$ cat src/rtl/fifo_pkg.sv
`default_nettype none
// +----------------------------------------------------------------------+
// | fifo_pkg : shared sizing constants for the single-clock FIFO         |
// | Rev 1.0                                                              |
// +----------------------------------------------------------------------+
package fifo_pkg;

    localparam int FIFO_DSIZE = 8;
    localparam int FIFO_ASIZE = 4;
    localparam int FIFO_DEPTH = 2 ** FIFO_ASIZE;

endpackage : fifo_pkg
`default_nettype wire

$ cat src/rtl/fifo_mem.sv
`default_nettype none
// +----------------------------------------------------------------------+
// | fifo_mem : 2**ASIZE x DSIZE array, sync write, combinational read    |
// | Rev 1.0                                                              |
// +----------------------------------------------------------------------+
module fifo_mem
    import fifo_pkg::*;
#(
    parameter int DSIZE = FIFO_DSIZE,
    parameter int ASIZE = FIFO_ASIZE
) (
    input  logic             wclk,
    input  logic             wclken,
    input  logic [ASIZE-1:0] waddr,
    input  logic [DSIZE-1:0] wdata,
    input  logic [ASIZE-1:0] raddr,
    output logic [DSIZE-1:0] rdata
);

    localparam int DEPTH = 1 << ASIZE;

    // Storage is intentionally left unreset; the pointers define validity.
    logic [DSIZE-1:0] mem_q [DEPTH];

    always_ff @(posedge wclk) begin
        if (wclken) begin
            mem_q[waddr] <= wdata;
        end
    end

    assign rdata = mem_q[raddr];

endmodule : fifo_mem
`default_nettype wire

$ cat src/rtl/sync_fifo_ctrl.sv
`default_nettype none
// +----------------------------------------------------------------------+
// | sync_fifo_ctrl : single-clock first-word-fall-through FIFO           |
// | Rev 1.0                                                              |
// +----------------------------------------------------------------------+
module sync_fifo_ctrl
    import fifo_pkg::*;
#(
    parameter int DSIZE = FIFO_DSIZE,
    parameter int ASIZE = FIFO_ASIZE
) (
    input  logic             wclk,
    input  logic             wrst_n,
    input  logic [DSIZE-1:0] wdata,
    input  logic             winc,
    input  logic             rinc,
    output logic [DSIZE-1:0] rdata,
    output logic             wfull,
    output logic             rempty
);

    localparam logic [ASIZE:0] PTR_ONE = {{ASIZE{1'b0}}, 1'b1};

    logic [ASIZE:0] wptr_q, wptr_d;
    logic [ASIZE:0] rptr_q, rptr_d;
    logic           wfull_q, wfull_d;
    logic           rempty_q, rempty_d;
    logic           push;
    logic           pop;

    always_comb begin
        push     = winc & ~wfull_q;
        pop      = rinc & ~rempty_q;
        wptr_d   = push ? (wptr_q + PTR_ONE) : wptr_q;
        rptr_d   = pop  ? (rptr_q + PTR_ONE) : rptr_q;
        // Flags look at next-state pointers so they move on the causing edge.
        rempty_d = (rptr_d == wptr_d);
        wfull_d  = (wptr_d[ASIZE] != rptr_d[ASIZE]) &&
                   (wptr_d[ASIZE-1:0] == rptr_d[ASIZE-1:0]);
    end

    always_ff @(posedge wclk) begin
        if (!wrst_n) begin
            wptr_q   <= '0;
            rptr_q   <= '0;
            wfull_q  <= 1'b0;
            rempty_q <= 1'b1;
        end else begin
            wptr_q   <= wptr_d;
            rptr_q   <= rptr_d;
            wfull_q  <= wfull_d;
            rempty_q <= rempty_d;
        end
    end

    fifo_mem #(
        .DSIZE (DSIZE),
        .ASIZE (ASIZE)
    ) u_fifo_mem (
        .wclk   (wclk),
        .wclken (push & wrst_n),
        .waddr  (wptr_q[ASIZE-1:0]),
        .wdata  (wdata),
        .raddr  (rptr_q[ASIZE-1:0]),
        .rdata  (rdata)
    );

    assign wfull  = wfull_q;
    assign rempty = rempty_q;

endmodule : sync_fifo_ctrl
`default_nettype wire

$ cat config.mk
export PLATFORM = sky130hd
export DESIGN_NAME = sync_fifo_ctrl
export DESIGN_NICKNAME = d
export VERILOG_FILES = /design/src/rtl/fifo_pkg.sv /design/src/rtl/fifo_mem.sv /design/src/rtl/sync_fifo_ctrl.sv
export SDC_FILE = /design/constraint.sdc
export NUM_CORES = 1
export LEC_CHECK = 0
export BUFFER_PORTS_ARGS = -buffer_cell sky130_fd_sc_hd__buf_2
export CORE_UTILIZATION = 45
export DETAILED_ROUTE_END_ITERATION = 7
export SETUP_SLACK_MARGIN = 0.15
export SLEW_MARGIN = 25
export SYNTH_ARGS = -nofsm -noshare
export SYNTH_HDL_FRONTEND = slang
export SYNTH_SLANG_ARGS = --single-unit
$ cat constraint.sdc
create_clock -name wclk -period 4.9 [get_ports wclk]
set_clock_uncertainty 0.1 [all_clocks]
set_input_delay 0.49 -clock wclk [delete_from_list [all_inputs] [get_ports wclk]]
set_output_delay 0.49 -clock wclk [all_outputs]
set_load 0.02 [all_outputs]
Word-level counts from Yosys, hierarchy flattened --
Memories as Yosys holds them, arrays and structs flattened. A register that Yosys moved wholly into a read port is not among the register bits. Index checks and enable logic that the tools add are counted.
Storage, ports and cells: bits in registers 12, memories kept 1, RAM bits 128
Memory list:
- u_fifo_mem.mem_q | words 16, bits a word 8, rd ports 1, clocked after Yosys merged registers in 1, wr ports 1, RTL line fifo_mem.sv:23 | logic [DSIZE-1:0] mem_q [DEPTH];
Operators by class: reduce and logical (&&, ||, !) cells 1, add/sub/neg operators 2, mux-type cells 5, equal/unequal tests 3, bitwise operators 5
Operators by type and width (count):
- $add A5 B1 Y5 const B | 2
- $mux W5 | 2
- $eq A5 B5 Y1 | 1
- $eq A4 B4 Y1 | 1
- $mux W4 | 1
- $and A1 B1 Y1 | 3
- $mux W1 | 2
- $not A1 Y1 | 2
- $logic_and A1 B1 Y1 | 1
- $ne A1 B1 Y1 | 1

Longest topological paths before layout --
word-level depth 5, mapped depth 6, gate-level depth less buffers 6

By module --
From an unflattened synthesis, not the netlist that was laid out.
Unflattened totals: cells, all modules 273, area total of the unflattened synthesis 5560.3 um^2
Modules (own cells, without submodules):
- fifo_mem | cells each 221, area an instance 4987.3 um^2, seq. area each 3843.7 um^2, instances 1
- sync_fifo_ctrl | cells each 52, area an instance 573.0 um^2, seq. area each 240.2 um^2, instances 1

Worst setup path before layout --
No wires, ideal clock.
path type reg2out, from register, netlist name rptr_q[0], to output port rdata[5], cell stages (with the launch flop) 7, arrival 1.557 ns, data required time 4.310 ns, slack 2.753 ns, cells stage by stage dfxtp_1 buf_6 buf_12 buf_6 mux4_2 mux2i_1 a21oi_1
RTL lines:
- to (decl) | RTL line sync_fifo_ctrl.sv:17 | output logic [DSIZE-1:0] rdata,

==> results.yml <==
worst_hold_path:
  hp-start: "wrst_n"
  hold_depth: 2
  hp-class: "in2reg"
  min_to: "rempty"
placement:
  io_buffers: 21
  hpwl_um: 6490
  gp_routability_congestion: 0.665
  placed_area_mm2: 0.00591
drt:
  vias: 2619
  dr.pass1.iters: 4
  route.detailed.drc: 0
  postRouteAntennaNets: 0
  via_per_inst: 5.30
  wirelength_um: 10400
  drtIter0Drc: 126
  wl_per_cell_um: 21.1
pwr:
  leakagePower_nw: 2.03
  peakVddDrop_uv: 214
  p_per_area_mw_per_mm2: 419
synthesis:
  post_synth_xor_area_fraction_pct: 2.00
  synth_fa_ha_area_share_pct: 1.10
  synth.area.top_cells: "edfxtp_1 68%, mux4_2 9.9%, dfxtp_1 4.2%"
  synth_flop_cell: "edfxtp_1"
  yosysWarnings: 0
  synth-edff-count: 128
  synth_top_area_cell: "edfxtp_1"
  synth_mux_area_share_pct: 14.9
  syn_inst: 287
  ys_ff_latch: 140
  yosysUniqueCellTypes: 28
  yosysSeqAreaShare_pct: 71.9
  syn_nets: 304
  synth_top_family_by_area: "multiplexers"
  syn_area_per_cell_um2: 19.8
  async_flop_share_pct: 0
  yosys.area.top_type_share_pct: 67.7
  synth-simple-area-share_pct: 5.66
  synth_compound_area_share_pct: 2.16
  syn_area_mm2: 0.00568
worst_setup_path:
  ff2ff_setup_slack_ps: 2580
  crit_family: "flip-flops"
  r2r-end: "rempty"
  slowest_delay_ps: 770
  start_kind: "register"
  slowest_stage: "dfxtp_2"
  cp_cell_sequence: "buf_4 -> mux4_1 -> nor2b_1 -> a211oi_1 -> a21oi_1 -> buf_2"
  crit_fanout: 20
  worst-path-buf-inv: 2
  worstPathArrival_ps: 2850
  worstPathRequired_ps: 4310
  reg2reg_depth: 6
  timing.rr.start: "rptr_q[1]"
  crit_type: "reg2out"
  endpoint_kind: "primary output"
global_routing:
  grtUsageTotal_pct: 17.9
  grt_pass1_wl_um: 16200
  grt_max_degree: 22
  grt_pass1_vias: 2815
  overflow: 0
  grt_antenna_before_repair: 0
finish:
  final_common_cell: "edfxtp_1"
  multi_input_area_mm2: 0.00148
  drive_gt1_share_pct: 24.8
  finalNetCount: 332
  final-seq-area_mm2: 0.00409
  final_cell_mix: "128 x edfxtp_1, 25 x mux4_2, 21 x buf_2, 20 x nor2b_1, 17 x clkbuf_16"
  diodes: 0
  nFillCells: 985
  fin_util_pct: 52.8
  fin_area_mm2: 0.00642
  area_delta_synth_final_pct: 13.1
sta:
  max_freq_ghz: 0.290
  hold_violations: 0
  final.period_utilization_pct: 70.3
  tns_ps: 0
  setup_viol: 0
  period_needed_ps: 3440
  tightest_slew_ps: 947
  finalMaxSlewViolations: 0
  grt_setup_unrepaired: "false"
  slew_headroom_pct: 36.8
die:
  die_y_um: 114
  die_w_um: 114
  coreArea_mm2: 0.0122
  row_count: 40
  fp.dieArea_mm2: 0.0131
  initial_core_util_pct: 46.7
  ioPinCount: 22
clock_network:
  clkTransAtPathRegs_ps: 50
  ctsHoldBuffers: 0
  cts_buffers: 17
  insertion_delay_ps: 420
  cts_resized: 0
  cts_tree: "yes"
  clkSinkCount: 140
  cts_root_buf: "clkbuf_16"
  postCtsSetupRepairBufs: 0
  ctsHtreeMaxLevel: 4
  clk_path_buf_depth: 2
flow_run:
  maxCapViolations: 0
outcome:
  outcome: "complete, no violations"
==> routing by layer <==
layer	wire, µm	track usage [%]	up-vias
met2	5210	28.1	46
met4	143	7.53	0
li1	-	-	1203
met5	0	0	-
met1	4730	23.8	1357
met3	358	4.76	13
==> worst max-delay path by stage <==
stage               startpoint        to  depth (start not counted)
floorplan            rptr_q[0]  rdata[5]                          6
detailed placement   rptr_q[0]  rdata[3]                          6
finish               rptr_q[0]  rdata[3]                          6
CTS                  rptr_q[0]  rdata[3]                          6
global placement     rptr_q[0]  rdata[3]                          6
global route         rptr_q[0]  rdata[3]                          6
==> worst reg2reg max path: stages, from the launching register on <==
cell      delay [ps]
dfxtp_1          940
ha_1             330
nand3b_1         100
xor2_1           240
xnor2_1          150
nand3_1          110
o31ai_1          270
==> kinds of logic after synthesis <==
logic type	after synthesis
DFF	140
and+or+nand+nor	53
muxes	42
buffers and inverters	17
adders and majority gates	5
AOI/OAI and AO/OA	17
xor gates and xnor gates	13
==> final cells by class <==
class | count | share of cell area [%]
Inverter | 2 | 0.117
Multi-Input combinational cell | 130 | 23.0
Sequential cell | 140 | 63.6
Tap cell | 168 | 3.27
Clock inverter | 10 | 1.21
Timing Repair Buffer | 24 | 1.99
Clock buffer | 20 | 6.80
==> report_power, final <==
part / switching [W] / total (W) / internal (W)
registers: 0.0000247 / 0.00134 / 0.00132
clock network: 0.000457 / 0.00114 / 0.000681
logic: 0.000105 / 0.000209 / 0.000104
total: 0.000587 / 0.00269 / 0.00210
==> metrics by stage <==
stage | setup slack [ps] | total power, W | hold slack [ps] | cells
after floorplan | 2750 | 0.00153 | 408 | 287
after global placement | 1880 | 0.00158 | 432 | 464
after detailed placement | 1840 | 0.00158 | 436 | 464
after CTS | 1400 | 0.00271 | 293 | 494
after global routing | 1210 | 0.00277 | 312 | 494
final | 1460 | 0.00269 | 298 | 494
==> flip-flops by register name, indices dropped and copies added, names as in the netlist <==
name	cells
rptr_q	5
wfull	1
wptr_q	5
u_fifo_mem.mem_q	128
rempty	1
==> cell usage after synthesis (all sizes together) (5+ instances only) <==
library cell,count
a21oi,8
xor2,8
mux4,32
dfxtp,12
ha,5
xnor2,5
buf,12
nor2b,20
edfxtp,128
a211oi,8
and2,12
mux2i,10
(Power assumes the default switching activity.)
